==> config.mk <==
export PLATFORM = sky130hd
export DESIGN_NAME = decode_stage
export DESIGN_NICKNAME = d
export VERILOG_FILES = /design/src/rtl/decode_pkg.sv /design/src/rtl/decode_logic.sv /design/src/rtl/decode_stage.sv
export SDC_FILE = /design/constraint.sdc
export NUM_CORES = 1
export LEC_CHECK = 0
export CAP_MARGIN = 20
export CORE_ASPECT_RATIO = 1.2
export CORE_MARGIN = 2
export CORE_UTILIZATION = 53
export CTS_BUF_LIST = sky130_fd_sc_hd__clkbuf_8
export CTS_CLUSTER_DIAMETER = 60
export DETAILED_ROUTE_END_ITERATION = 8
export PLACE_DENSITY = 0.79
export SLEW_MARGIN = 15
export SYNTH_ARGS = -nofsm -noshare
export SYNTH_HDL_FRONTEND = slang
export SYNTH_SLANG_ARGS = --single-unit
==> constraint.sdc <==
create_clock -name clk -period 7.6 [get_ports clk]
set_input_delay 0.76 -clock clk [delete_from_list [all_inputs] [get_ports clk]]
set_output_delay 0.76 -clock clk [all_outputs]
set_load 0.05 [all_outputs]
==> src/rtl/decode_pkg.sv <==
// Shared types for the decode stage.
//   - opcode / funct7 encodings
//   - itype_e : instruction format tag (0 none .. 6 R)
//   - uop_t   : decoded micro-op; pc/imm are sized for the widest datapath
//               (64) and the stage presents only the low XLEN bits.
//   - sext32  : widen a 32-bit immediate to XLEN_MAX by sign extension.
package decode_pkg;

  localparam int XLEN_MAX = 64;

  localparam logic [6:0] OP_LUI    = 7'b0110111;
  localparam logic [6:0] OP_AUIPC  = 7'b0010111;
  localparam logic [6:0] OP_JAL    = 7'b1101111;
  localparam logic [6:0] OP_JALR   = 7'b1100111;
  localparam logic [6:0] OP_BRANCH = 7'b1100011;
  localparam logic [6:0] OP_LOAD   = 7'b0000011;
  localparam logic [6:0] OP_STORE  = 7'b0100011;
  localparam logic [6:0] OP_IMM    = 7'b0010011;
  localparam logic [6:0] OP_IMM32  = 7'b0011011;
  localparam logic [6:0] OP_OP     = 7'b0110011;
  localparam logic [6:0] OP_OP32   = 7'b0111011;
  localparam logic [6:0] OP_FENCE  = 7'b0001111;
  localparam logic [6:0] OP_SYSTEM = 7'b1110011;

  localparam logic [6:0] F7_BASE   = 7'b0000000;
  localparam logic [6:0] F7_ALT    = 7'b0100000;
  localparam logic [6:0] F7_MULDIV = 7'b0000001;

  typedef enum logic [2:0] {
    IT_NONE = 3'd0,
    IT_U    = 3'd1,
    IT_J    = 3'd2,
    IT_B    = 3'd3,
    IT_I    = 3'd4,
    IT_S    = 3'd5,
    IT_R    = 3'd6
  } itype_e;

  typedef struct packed {
    logic [XLEN_MAX-1:0] pc;
    logic [6:0]          op;
    logic [4:0]          rd;
    logic [4:0]          rs1;
    logic [4:0]          rs2;
    logic [2:0]          funct3;
    logic [6:0]          funct7;
    logic [2:0]          aluop;
    logic [XLEN_MAX-1:0] imm;
    itype_e              itype;
    logic                is_word;
    logic                is_muldiv;
    logic                illegal;
  } uop_t;

  function automatic logic [XLEN_MAX-1:0] sext32(input logic [31:0] v);
    return {{(XLEN_MAX-32){v[31]}}, v};
  endfunction

endpackage

==> src/rtl/decode_logic.sv <==
// Pure combinational instruction decoder.
//   instr_i : raw 32-bit instruction
//   pc_i    : instruction PC (XLEN bits), zero-extended into uop_o.pc
//   uop_o   : decoded micro-op; fields a format does not use are 0, and an
//             illegal encoding keeps only pc, op and illegal=1.
module decode_logic
  import decode_pkg::*;
#(
  parameter int XLEN   = 32,
  parameter int EN_M   = 0,
  parameter int EN_SYS = 0
) (
  input  logic [31:0]     instr_i,
  input  logic [XLEN-1:0] pc_i,
  output uop_t            uop_o
);

  localparam bit RV64 = (XLEN == 64);

  logic [6:0]  op, f7;
  logic [4:0]  rd, rs1, rs2;
  logic [2:0]  f3;
  logic [31:0] imm_i, imm_s, imm_b, imm_u, imm_j;

  assign op  = instr_i[6:0];
  assign rd  = instr_i[11:7];
  assign f3  = instr_i[14:12];
  assign rs1 = instr_i[19:15];
  assign rs2 = instr_i[24:20];
  assign f7  = instr_i[31:25];

  assign imm_i = {{20{instr_i[31]}}, instr_i[31:20]};
  assign imm_s = {{20{instr_i[31]}}, instr_i[31:25], instr_i[11:7]};
  assign imm_b = {{19{instr_i[31]}}, instr_i[31], instr_i[7], instr_i[30:25],
                  instr_i[11:8], 1'b0};
  assign imm_u = {instr_i[31:12], 12'h000};
  assign imm_j = {{11{instr_i[31]}}, instr_i[31], instr_i[19:12], instr_i[20],
                  instr_i[30:21], 1'b0};

  uop_t dec;
  logic illegal;

  always_comb begin
    dec     = '0;
    illegal = 1'b0;
    case (op)
      OP_LUI, OP_AUIPC: begin
        dec.itype = IT_U;
        dec.rd    = rd;
        dec.imm   = sext32(imm_u);
      end
      OP_JAL: begin
        dec.itype = IT_J;
        dec.rd    = rd;
        dec.imm   = sext32(imm_j);
      end
      OP_BRANCH: begin
        dec.itype  = IT_B;
        dec.rs1    = rs1;
        dec.rs2    = rs2;
        dec.funct3 = f3;
        dec.imm    = sext32(imm_b);
      end
      OP_STORE: begin
        dec.itype  = IT_S;
        dec.rs1    = rs1;
        dec.rs2    = rs2;
        dec.funct3 = f3;
        dec.imm    = sext32(imm_s);
      end
      // I-type with no ALU function: address/CSR computation is fixed.
      OP_JALR, OP_LOAD, OP_FENCE, OP_SYSTEM: begin
        if ((op == OP_FENCE || op == OP_SYSTEM) && EN_SYS == 0) begin
          illegal = 1'b1;
        end else begin
          dec.itype  = IT_I;
          dec.rd     = rd;
          dec.rs1    = rs1;
          dec.funct3 = f3;
          dec.imm    = sext32(imm_i);
        end
      end
      OP_IMM, OP_IMM32: begin
        if (op == OP_IMM32 && !RV64) begin
          illegal = 1'b1;
        end else begin
          dec.itype   = IT_I;
          dec.rd      = rd;
          dec.rs1     = rs1;
          dec.funct3  = f3;
          dec.aluop   = f3;
          dec.imm     = sext32(imm_i);
          dec.is_word = (op == OP_IMM32);
        end
      end
      OP_OP, OP_OP32: begin
        // Only the base, alternate (SUB/SRA) and M-extension funct7 are known.
        if ((op == OP_OP32 && !RV64) ||
            !(f7 == F7_BASE || f7 == F7_ALT || (f7 == F7_MULDIV && EN_M != 0))) begin
          illegal = 1'b1;
        end else begin
          dec.itype     = IT_R;
          dec.rd        = rd;
          dec.rs1       = rs1;
          dec.rs2       = rs2;
          dec.funct3    = f3;
          dec.funct7    = f7;
          dec.aluop     = f3;
          dec.is_word   = (op == OP_OP32);
          dec.is_muldiv = (f7 == F7_MULDIV);
        end
      end
      default: illegal = 1'b1;
    endcase

    uop_o = illegal ? uop_t'(0) : dec;
    uop_o.illegal = illegal;
    uop_o.pc      = XLEN_MAX'(pc_i);
    uop_o.op      = op;
  end

endmodule

==> src/rtl/decode_stage.sv <==
// Registered decode stage: decodes fetch instructions into a DEPTH-entry
// flop-based micro-op queue drained by execute.
//   clk/reset           : rising-edge clock, synchronous active-high reset
//   flush               : drop queue contents and the instruction offered now
//   in_valid/in_ready   : fetch handshake (in_instr, in_pc)
//   out_valid/out_ready : execute handshake; out_* is the head entry, all 0
//                         while the queue is empty
//   out_count           : queue occupancy
module decode_stage
  import decode_pkg::*;
#(
  parameter int XLEN   = 32,
  parameter int DEPTH  = 2,
  parameter int EN_M   = 0,
  parameter int EN_SYS = 0
) (
  input  logic                       clk,
  input  logic                       reset,
  input  logic                       flush,
  input  logic                       in_valid,
  output logic                       in_ready,
  input  logic [31:0]                in_instr,
  input  logic [XLEN-1:0]            in_pc,
  output logic                       out_valid,
  input  logic                       out_ready,
  output logic [XLEN-1:0]            out_pc,
  output logic [6:0]                 out_op,
  output logic [4:0]                 out_rd,
  output logic [4:0]                 out_rs1,
  output logic [4:0]                 out_rs2,
  output logic [2:0]                 out_funct3,
  output logic [6:0]                 out_funct7,
  output logic [2:0]                 out_aluop,
  output logic [XLEN-1:0]            out_imm,
  output logic [2:0]                 out_itype,
  output logic                       out_is_word,
  output logic                       out_is_muldiv,
  output logic                       out_illegal,
  output logic [$clog2(DEPTH+1)-1:0] out_count
);

  localparam int CW = $clog2(DEPTH + 1);
  localparam int PW = (DEPTH > 1) ? $clog2(DEPTH) : 1;

  uop_t dec_uop;
  uop_t head;
  uop_t mem_q [DEPTH];

  logic [PW-1:0] wr_ptr_q, wr_ptr_d, rd_ptr_q, rd_ptr_d;
  logic [CW-1:0] count_q, count_d;
  logic          push, pop;

  decode_logic #(
    .XLEN   (XLEN),
    .EN_M   (EN_M),
    .EN_SYS (EN_SYS)
  ) u_dec (
    .instr_i (in_instr),
    .pc_i    (in_pc),
    .uop_o   (dec_uop)
  );

  function automatic logic [PW-1:0] ptr_inc(input logic [PW-1:0] p);
    return (p == PW'(DEPTH - 1)) ? '0 : p + 1'b1;
  endfunction

  // in_ready depends only on registered occupancy and flush, never on
  // out_ready, so a full queue stalls fetch even while execute pops.
  assign in_ready  = (count_q < CW'(DEPTH)) && !flush;
  assign out_valid = (count_q != '0);
  assign push      = in_valid && in_ready;
  assign pop       = out_valid && out_ready;

  always_comb begin
    wr_ptr_d = wr_ptr_q;
    rd_ptr_d = rd_ptr_q;
    count_d  = count_q;
    if (flush) begin
      wr_ptr_d = '0;
      rd_ptr_d = '0;
      count_d  = '0;
    end else begin
      if (push) wr_ptr_d = ptr_inc(wr_ptr_q);
      if (pop)  rd_ptr_d = ptr_inc(rd_ptr_q);
      case ({push, pop})
        2'b10:   count_d = count_q + 1'b1;
        2'b01:   count_d = count_q - 1'b1;
        default: count_d = count_q;
      endcase
    end
  end

  always_ff @(posedge clk) begin
    if (reset) begin
      wr_ptr_q <= '0;
      rd_ptr_q <= '0;
      count_q  <= '0;
    end else begin
      wr_ptr_q <= wr_ptr_d;
      rd_ptr_q <= rd_ptr_d;
      count_q  <= count_d;
    end
  end

  // Storage needs no reset: the head is masked whenever the queue is empty.
  always_ff @(posedge clk) begin
    if (push) mem_q[wr_ptr_q] <= dec_uop;
  end

  assign head = out_valid ? mem_q[rd_ptr_q] : uop_t'(0);

  assign out_pc        = head.pc[XLEN-1:0];
  assign out_op        = head.op;
  assign out_rd        = head.rd;
  assign out_rs1       = head.rs1;
  assign out_rs2       = head.rs2;
  assign out_funct3    = head.funct3;
  assign out_funct7    = head.funct7;
  assign out_aluop     = head.aluop;
  assign out_imm       = head.imm[XLEN-1:0];
  assign out_itype     = head.itype;
  assign out_is_word   = head.is_word;
  assign out_is_muldiv = head.is_muldiv;
  assign out_illegal   = head.illegal;
  assign out_count     = count_q;

  // Upper pc/imm bits are redundant when XLEN is narrower than the struct.
  logic unused_hi;
  assign unused_hi = ^{head.pc, head.imm};

endmodule
==> metrics, run 1 <==
total clock sinks 215; required time at the endpoint of the critical path 6.84 ns; final period utilization 0.566; global router's overall resource usage 0.215; summed instance area of the synthesized netlist ~8900 um2; number of buffers created by CTS 34; area growth from synthesis to layout 29.7%; sequential share of power 0.552; Clk pwr share 0.353; Cell Int Power 1.86 mW; Final Max Slew Viols 0; Post-synth EDFFs between 200 and 250; power share of the combinational group 0.095; leading post-synthesis cells by cell area sky130_fd_sc_hd__edfxtp_1 71%, sky130_fd_sc_hd__mux2i_1 12%, sky130_fd_sc_hd__nor2_1 4.7%, sky130_fd_sc_hd__a21o_1 1.7%, sky130_fd_sc_hd__dfxtp_1 1.1%; share of the synthesized area in the top cell type 0.706; HPWL Detailed between 10000 and 15000 um; floorplan die width roughly 120 um; placed cell count approximately 980; sum of buffers and inverters on the critical path 2; gate count after technology mapping 599; post-synthesis sequential area ratio 0.717; biggest cell delay along the critical path about 0.90 ns; worst-path maximum fanout between 50 and 60; # H-tree levels 2; pin count of the biggest net entering global routing slightly above 60; ANT nets after route 0; maximum clock skew at final layout around 0.021 ns; hold_buf cts 0; net switching share of the total power 0.232; cells traversed along the worst timing path buf_4 > mux2i_1 > nor2_1 > clkdlybuf4s50_1; initial core utilization 0.536; # rows between 50 and 60; Worst EP arrival 3.54 ns; final WL 19000 um; top-count cell post-synth sky130_fd_sc_hd__edfxtp_1; leakage power figure around 3.8 nW; antenna diode instance count 0; Wirelength per Cell roughly 18 um; clock tree from TritonCTS yes; clock edge transition at the registers on the reported setup and hold paths 0.06 ns; Vias 5582; endpoint class of the critical path output pin; detailed router's first-iteration violation count just over 400; initial antenna violation count 0; warning count from the yosys run 0; clock latency of the later-clocked register in the worst-skew pair between 0.5 and 0.6 ns; buffers from clock root to sink, at most 3; Min-Delay Path Class register to register; placeable core region between 15000 and 20000 um2; fraction of the core area covered by cells at the end of the flow 0.696; count of cell types in the netlist 44; Total Die Area 17900 um2; Post-CTS Repair Setup Buffers 0; Final Non-Filler Cells between 1k and 1.5k; Die Y roughly 150 um; maximum vdd ir drop approximately 0.00018 V; aggregate global routing overflow 0; Max Clock Freq 232 MHz; total of cells resized after clock tree synthesis 0; RSZ-0062 raised after global routing false; minimum clock period after layout between 4 and 5 ns; power density of the placed cells between 200 and 250 nW/um2; total of buffers placed on input and output ports about 180; global-route wire length before repair 29800 um; I/O Pins between 150 and 200; via count normalized by instance count ~5.4; Max-Cap Viols 0; family with the most delay on the worst path buffers and inverters; sum of negative setup slack 0 ns; actual slew at the worst max-slew pin around 1 ns; ranking of synthesized cells by instance count 210 x sky130_fd_sc_hd__edfxtp_1, 113 x sky130_fd_sc_hd__nor2_1, 106 x sky130_fd_sc_hd__mux2i_1; launching element type of the critical path register; predominant post-synthesis flop cell sky130_fd_sc_hd__edfxtp_1; buffer type at the clock tree root sky130_fd_sc_hd__clkbuf_8; fraction of layout instances using a drive strength above 1 0.0752; WHS 0.609 ns; vias in the first global route about 5.8k; CP max stage cell sky130_fd_sc_hd__buf_4; post-route worst setup slack between 3 and 4 ns; count of state elements after synthesis approximately 220; Final setup violation count 0; Worst slew margin 0.331; status completed; Crit Path Category register to output pin; post-placement worst setup slack 3.62 ns; leading area contributor after synthesis sky130_fd_sc_hd__edfxtp_1; number of fillers in the final layout approximately 1.2k; net switching component of the power around 0.56 mW; count of unresolved DRC violations after routing 0; number of iterations in the first detailed-routing pass 5; average instance area after synthesis between 10 and 15 um2; share of async-settable or async-resettable flops after synthesis 0; final count of hold timing violations 0; placer congestion estimate roughly 0.85; # nets final slightly below 900
==> area by class of cell <==
cell class / count / area (um2) / area share
inverter: 10 / 37.5 / 0.00324
sequential: 215 / 6410 / 0.553
multi-input combinational: 356 / 2430 / 0.209
timing repair buffer: 184 / 1840 / 0.159
tap: 216 / 270 / 0.0233
clock inverter: 23 / 87.6 / 0.00756
clock buffer: 37 / 509 / 0.0440
==> power by group through the flow <==
| stage | clock network [mW] | registers, mW | logic [mW] |
|---|---|---|---|
| detailed placement | 0 | 1.36 | 0.228 |
| CTS | 0.877 | 1.34 | 0.229 |
| global placement | 0 | 1.36 | 0.224 |
| floorplan | 0 | 1.36 | 0.130 |
| global route | 0.932 | 1.34 | 0.245 |
| finish | 0.856 | 1.34 | 0.231 |
==> cells by family after synthesis <==
logic type	share of synthesized area
adder cells (fa/ha/maj)	0.00252
buffers and inverters	0.0196
flip-flops	0.717
multiplexers	0.119
AO/OA/AOI/OAI	0.0511
XOR/XNOR	0.00589
AND/OR/NAND/NOR	0.0843
other	0.000420
==> flip-flops by register name (all words and copies together), names as in the netlist, named ones only <==
register / flops
mem_q: 210
out_count: 2
rd_ptr_q: 1
wr_ptr_q: 1
==> worst paths after layout <==
check	start	to	slack, ns	cells after the start
max reg2reg	out_count[1]	mem_q[1][124]	5.17	3
min reg2reg	rd_ptr_q	register	0.61	2
max	register	out_is_word	3.30	4
min	rd_ptr_q	register	0.61	2
==> metrics by stage <==
| step | power, mW | instance area, um2 |
|---|---|---|
| floorplan | 1.49 | 8990 |
| global placement | 1.59 | 11000 |
| detailed placement | 1.59 | 11000 |
| CTS | 2.44 | 11500 |
| global route | 2.52 | 11600 |
| finish | 2.42 | 11600 |
==> routing by layer <==
metal	vias up	wire (um)	GRT usage
met2	240	9590	0.360
met3	43	1470	0.0523
li1	2614	-	-
met4	0	568	0.0805
met5	-	0	0
met1	2685	7420	0.270
==> tightest hold or removal path, cell delays in order (launching register included) <==
cell and delay, ns:
sky130_fd_sc_hd__dfxtp_1 0.36, sky130_fd_sc_hd__xnor2_1 0.15, sky130_fd_sc_hd__nor3_1 0.06
==> layout by cell type, fill, tap and decap left out, types with 3 or more instances in the layout <==
cell type                         synthesis  final
sky130_fd_sc_hd__clkbuf_8                 0     37
sky130_fd_sc_hd__nor3b_1                  4      4
sky130_fd_sc_hd__nor2_1                 113    111
sky130_fd_sc_hd__mux2i_1                106    106
sky130_fd_sc_hd__buf_4                    0      6
sky130_fd_sc_hd__a21o_1                  20     20
sky130_fd_sc_hd__o21ai_0                  8      8
sky130_fd_sc_hd__or2_2                    3      3
sky130_fd_sc_hd__and2_1                  11     11
sky130_fd_sc_hd__nor3_1                   9      9
sky130_fd_sc_hd__and3_1                   4      3
sky130_fd_sc_hd__a21boi_2                 5      5
sky130_fd_sc_hd__nand2_1                  6      6
sky130_fd_sc_hd__clkdlybuf4s50_1          0    177
sky130_fd_sc_hd__xor2_1                   3      3
sky130_fd_sc_hd__dfxtp_1                  5      4
sky130_fd_sc_hd__o211ai_1                 3      3
sky130_fd_sc_hd__nand4_1                  3      3
sky130_fd_sc_hd__edfxtp_1               210    210
sky130_fd_sc_hd__a22o_1                   4      4
sky130_fd_sc_hd__conb_1                   1     16
sky130_fd_sc_hd__a21oi_1                  3      3
sky130_fd_sc_hd__inv_1                   10     18
sky130_fd_sc_hd__clkinv_1                 0     14
sky130_fd_sc_hd__xnor2_1                  3      3
sky130_fd_sc_hd__a21oi_2                  4      4
sky130_fd_sc_hd__nor2b_1                  9      9
No activity file was read; power rests on OpenSTA's default activity.
==> inputs of run 2 (changes only) <==
- clock period: 7.6 -> 4.5 ns (I/O delays scaled with it)
==> run 2 against run 1 <==
Clock-buffer cell count fell by 6. Cell count about the same. Clock skew shrank 0.0057 ns. Clock power is 62% higher. Sequential share of layout area hardly changed. Largest power group unchanged. Utilization down 0.060 points. Combinational power up 68%. Routed wire length decreased by 1.9%. Worst setup slack worse by 2.3 ns. Cell area barely moved. Highest routed layer unchanged. Sequential cell count unchanged.
==> metrics, run 2 (synthesis gave the netlist of run 1 again) <==
Total Die Area 17900 um2 (unchanged); pin count of the biggest net entering global routing 73 (was 61); placeable core region 16700 um2 (unchanged); placer congestion estimate 0.893 (was 0.847); clock latency of the later-clocked register in the worst-skew pair 0.55 ns (was 0.51 ns); Vias 5525 (was 5582); area taken by multi-input logic gates 2430 um2 (unchanged); Register-to-Register Path Depth 8 (was 3); highest routed metal layer met4 (unchanged); buffer type at the clock tree root sky130_fd_sc_hd__clkbuf_8 (unchanged); Crit Path Category register to output pin (unchanged); Final Max Slew Viols 0 (unchanged); met2 wirelength from detailed routing 9470 um (was 9590 um); post-route total power 4.03 mW (was 2.42 mW); Max Clock Freq 287 MHz; # nets final 870 (was 871); sum of buffers and inverters on the critical path 2 (unchanged); HPWL Detailed 12500 um (about the same); final count of hold timing violations 0 (unchanged); initial core utilization 0.536 (unchanged); sum of negative setup slack 0 ns (unchanged); reg-to-reg startpoint out_count[1] (unchanged); register with the highest flop count mem_q (unchanged); Worst slew margin 0.279 (was 0.331); family with the most delay on the worst path buffers and inverters (unchanged); sequential cell area 6410 um2 (unchanged); maximum clock skew at final layout 0.0155 ns (was 0.0213 ns); cells traversed along the worst timing path buf_4 > mux2i_1 > nor2_1 > clkdlybuf4s50_1 (unchanged); area growth from synthesis to layout 29.6% (was 29.7%); final period utilization 0.775; Final Non-Filler Cells 1040 (was 1041); most common cell after layout, fill and taps aside sky130_fd_sc_hd__edfxtp_1 (unchanged); number of buffers created by CTS 30 (was 34); # H-tree levels 1 (was 2); Met3 Wirelength 1310 um (was 1470 um); number of fillers in the final layout 1132 (was 1179); Final setup violation count 0 (unchanged); cell area after layout 11600 um2 (about the same); global-route wire length before repair 29300 um (was 29800 um); cell depth of the worst setup path 4 (unchanged); reg2reg end out_count[1] (was mem_q[1][124]); launching element type of the critical path register (unchanged); total clock sinks 215 (unchanged); Min-Delay Path Class input pin to register (was register to register); status completed (unchanged); via count normalized by instance count 5.31 (was 5.36); antenna diode instance count 0 (unchanged); Met1 Wirelength 7300 um (was 7420 um); endpoint class of the critical path output pin (unchanged); ANT nets after route 0 (unchanged); post-placement worst setup slack 1.40 ns (was 3.62 ns); fraction of the core area covered by cells at the end of the flow 0.695 (was 0.696); Wirelength per Cell 18.0 um (was 18.3 um); floorplan die width 123 um (unchanged); buffers from clock root to sink, at most 3 (unchanged); worst-path maximum fanout 48 (was 59); Die Y 146 um (unchanged); I/O Pins 178 (unchanged); required time at the endpoint of the critical path 4.05 ns (was 6.84 ns); power density of the placed cells 348 nW/um2 (was 209 nW/um2); endpoint of the most critical setup path out_imm[26] (was out_is_word); aggregate global routing overflow 0 (unchanged); leakage power figure 3.84 nW (about the same); Post-CTS Repair Setup Buffers 0 (unchanged); count of unresolved DRC violations after routing 0 (unchanged); hold_buf cts 0 (unchanged); vias in the first global route 5828 (was 5753); minimum clock period after layout 3.49 ns; biggest cell delay along the critical path 0.90 ns (about the same); total of buffers placed on input and output ports 177 (unchanged); Worst EP arrival 3.04 ns (was 3.54 ns); WHS 0.477 ns (was 0.609 ns); number of cells on the worst hold path 1 (was 2); initial antenna violation count 0 (unchanged); total of cells resized after clock tree synthesis 0 (unchanged); final WL 18700 um (was 19000 um); detailed router's first-iteration violation count 392 (was 404); placed cell count 984 (was 979); maximum vdd ir drop 0.000256 V (was 0.000184 V); Max-Cap Viols 0 (unchanged); actual slew at the worst max-slew pin 1.08 ns (was 1.00 ns); post-route worst setup slack 1.01 ns (was 3.30 ns); global router's overall resource usage 0.209 (was 0.215); reg-to-reg setup timing slack 1.98 ns (was 5.17 ns); number of flip-flops under the largest register name 210 (unchanged); total cell area at the placement stage 11000 um2 (about the same); commonest cells after routing, fill and taps aside 210 x sky130_fd_sc_hd__edfxtp_1, 177 x sky130_fd_sc_hd__clkdlybuf4s50_1, 111 x sky130_fd_sc_hd__nor2_1 (unchanged); CP max stage cell sky130_fd_sc_hd__dfxtp_4 (was sky130_fd_sc_hd__buf_4); number of iterations in the first detailed-routing pass 5 (unchanged); clock edge transition at the registers on the reported setup and hold paths 0.07 ns (was 0.06 ns); clock tree from TritonCTS yes (unchanged); RSZ-0062 raised after global routing false (unchanged); # rows 52 (unchanged); fraction of layout instances using a drive strength above 1 0.0837 (was 0.0752)
==> run 2: area by class of cell <==
class                      instances  share of cell area
clock buffer                      31              0.0369
clock inverter                    25              0.0115
inverter                          10             0.00324
multi-input combinational        356               0.210
sequential                       215               0.554
tap                              216              0.0233
timing repair buffer             187               0.162
==> run 2: worst min-delay path by stage <==
stage | to | from | slack, ns
finish | mem_q[1][112] | in_pc[7] | 0.48
global route | mem_q[0][112] | in_pc[7] | 0.47
CTS | mem_q[1][112] | in_pc[7] | 0.44
detailed placement | register | rd_ptr_q | 0.55
global placement | register | rd_ptr_q | 0.53
floorplan | register | rd_ptr_q | 0.52
==> run 2: routing by layer <==
metal	vias up	GRT usage
met1	2661	0.253
li1	2607	-
met4	0	0.0914
met5	-	0
met2	211	0.359
met3	46	0.0438
==> run 2: report_power, final <==
part	total (mW)	leakage [nW]	internal [mW]	switching, mW
logic	0.388	1.58	0.147	0.241
registers	2.26	1.93	2.24	0.0158
clock network	1.39	0.324	0.700	0.686
total	4.03	3.84	3.09	0.943
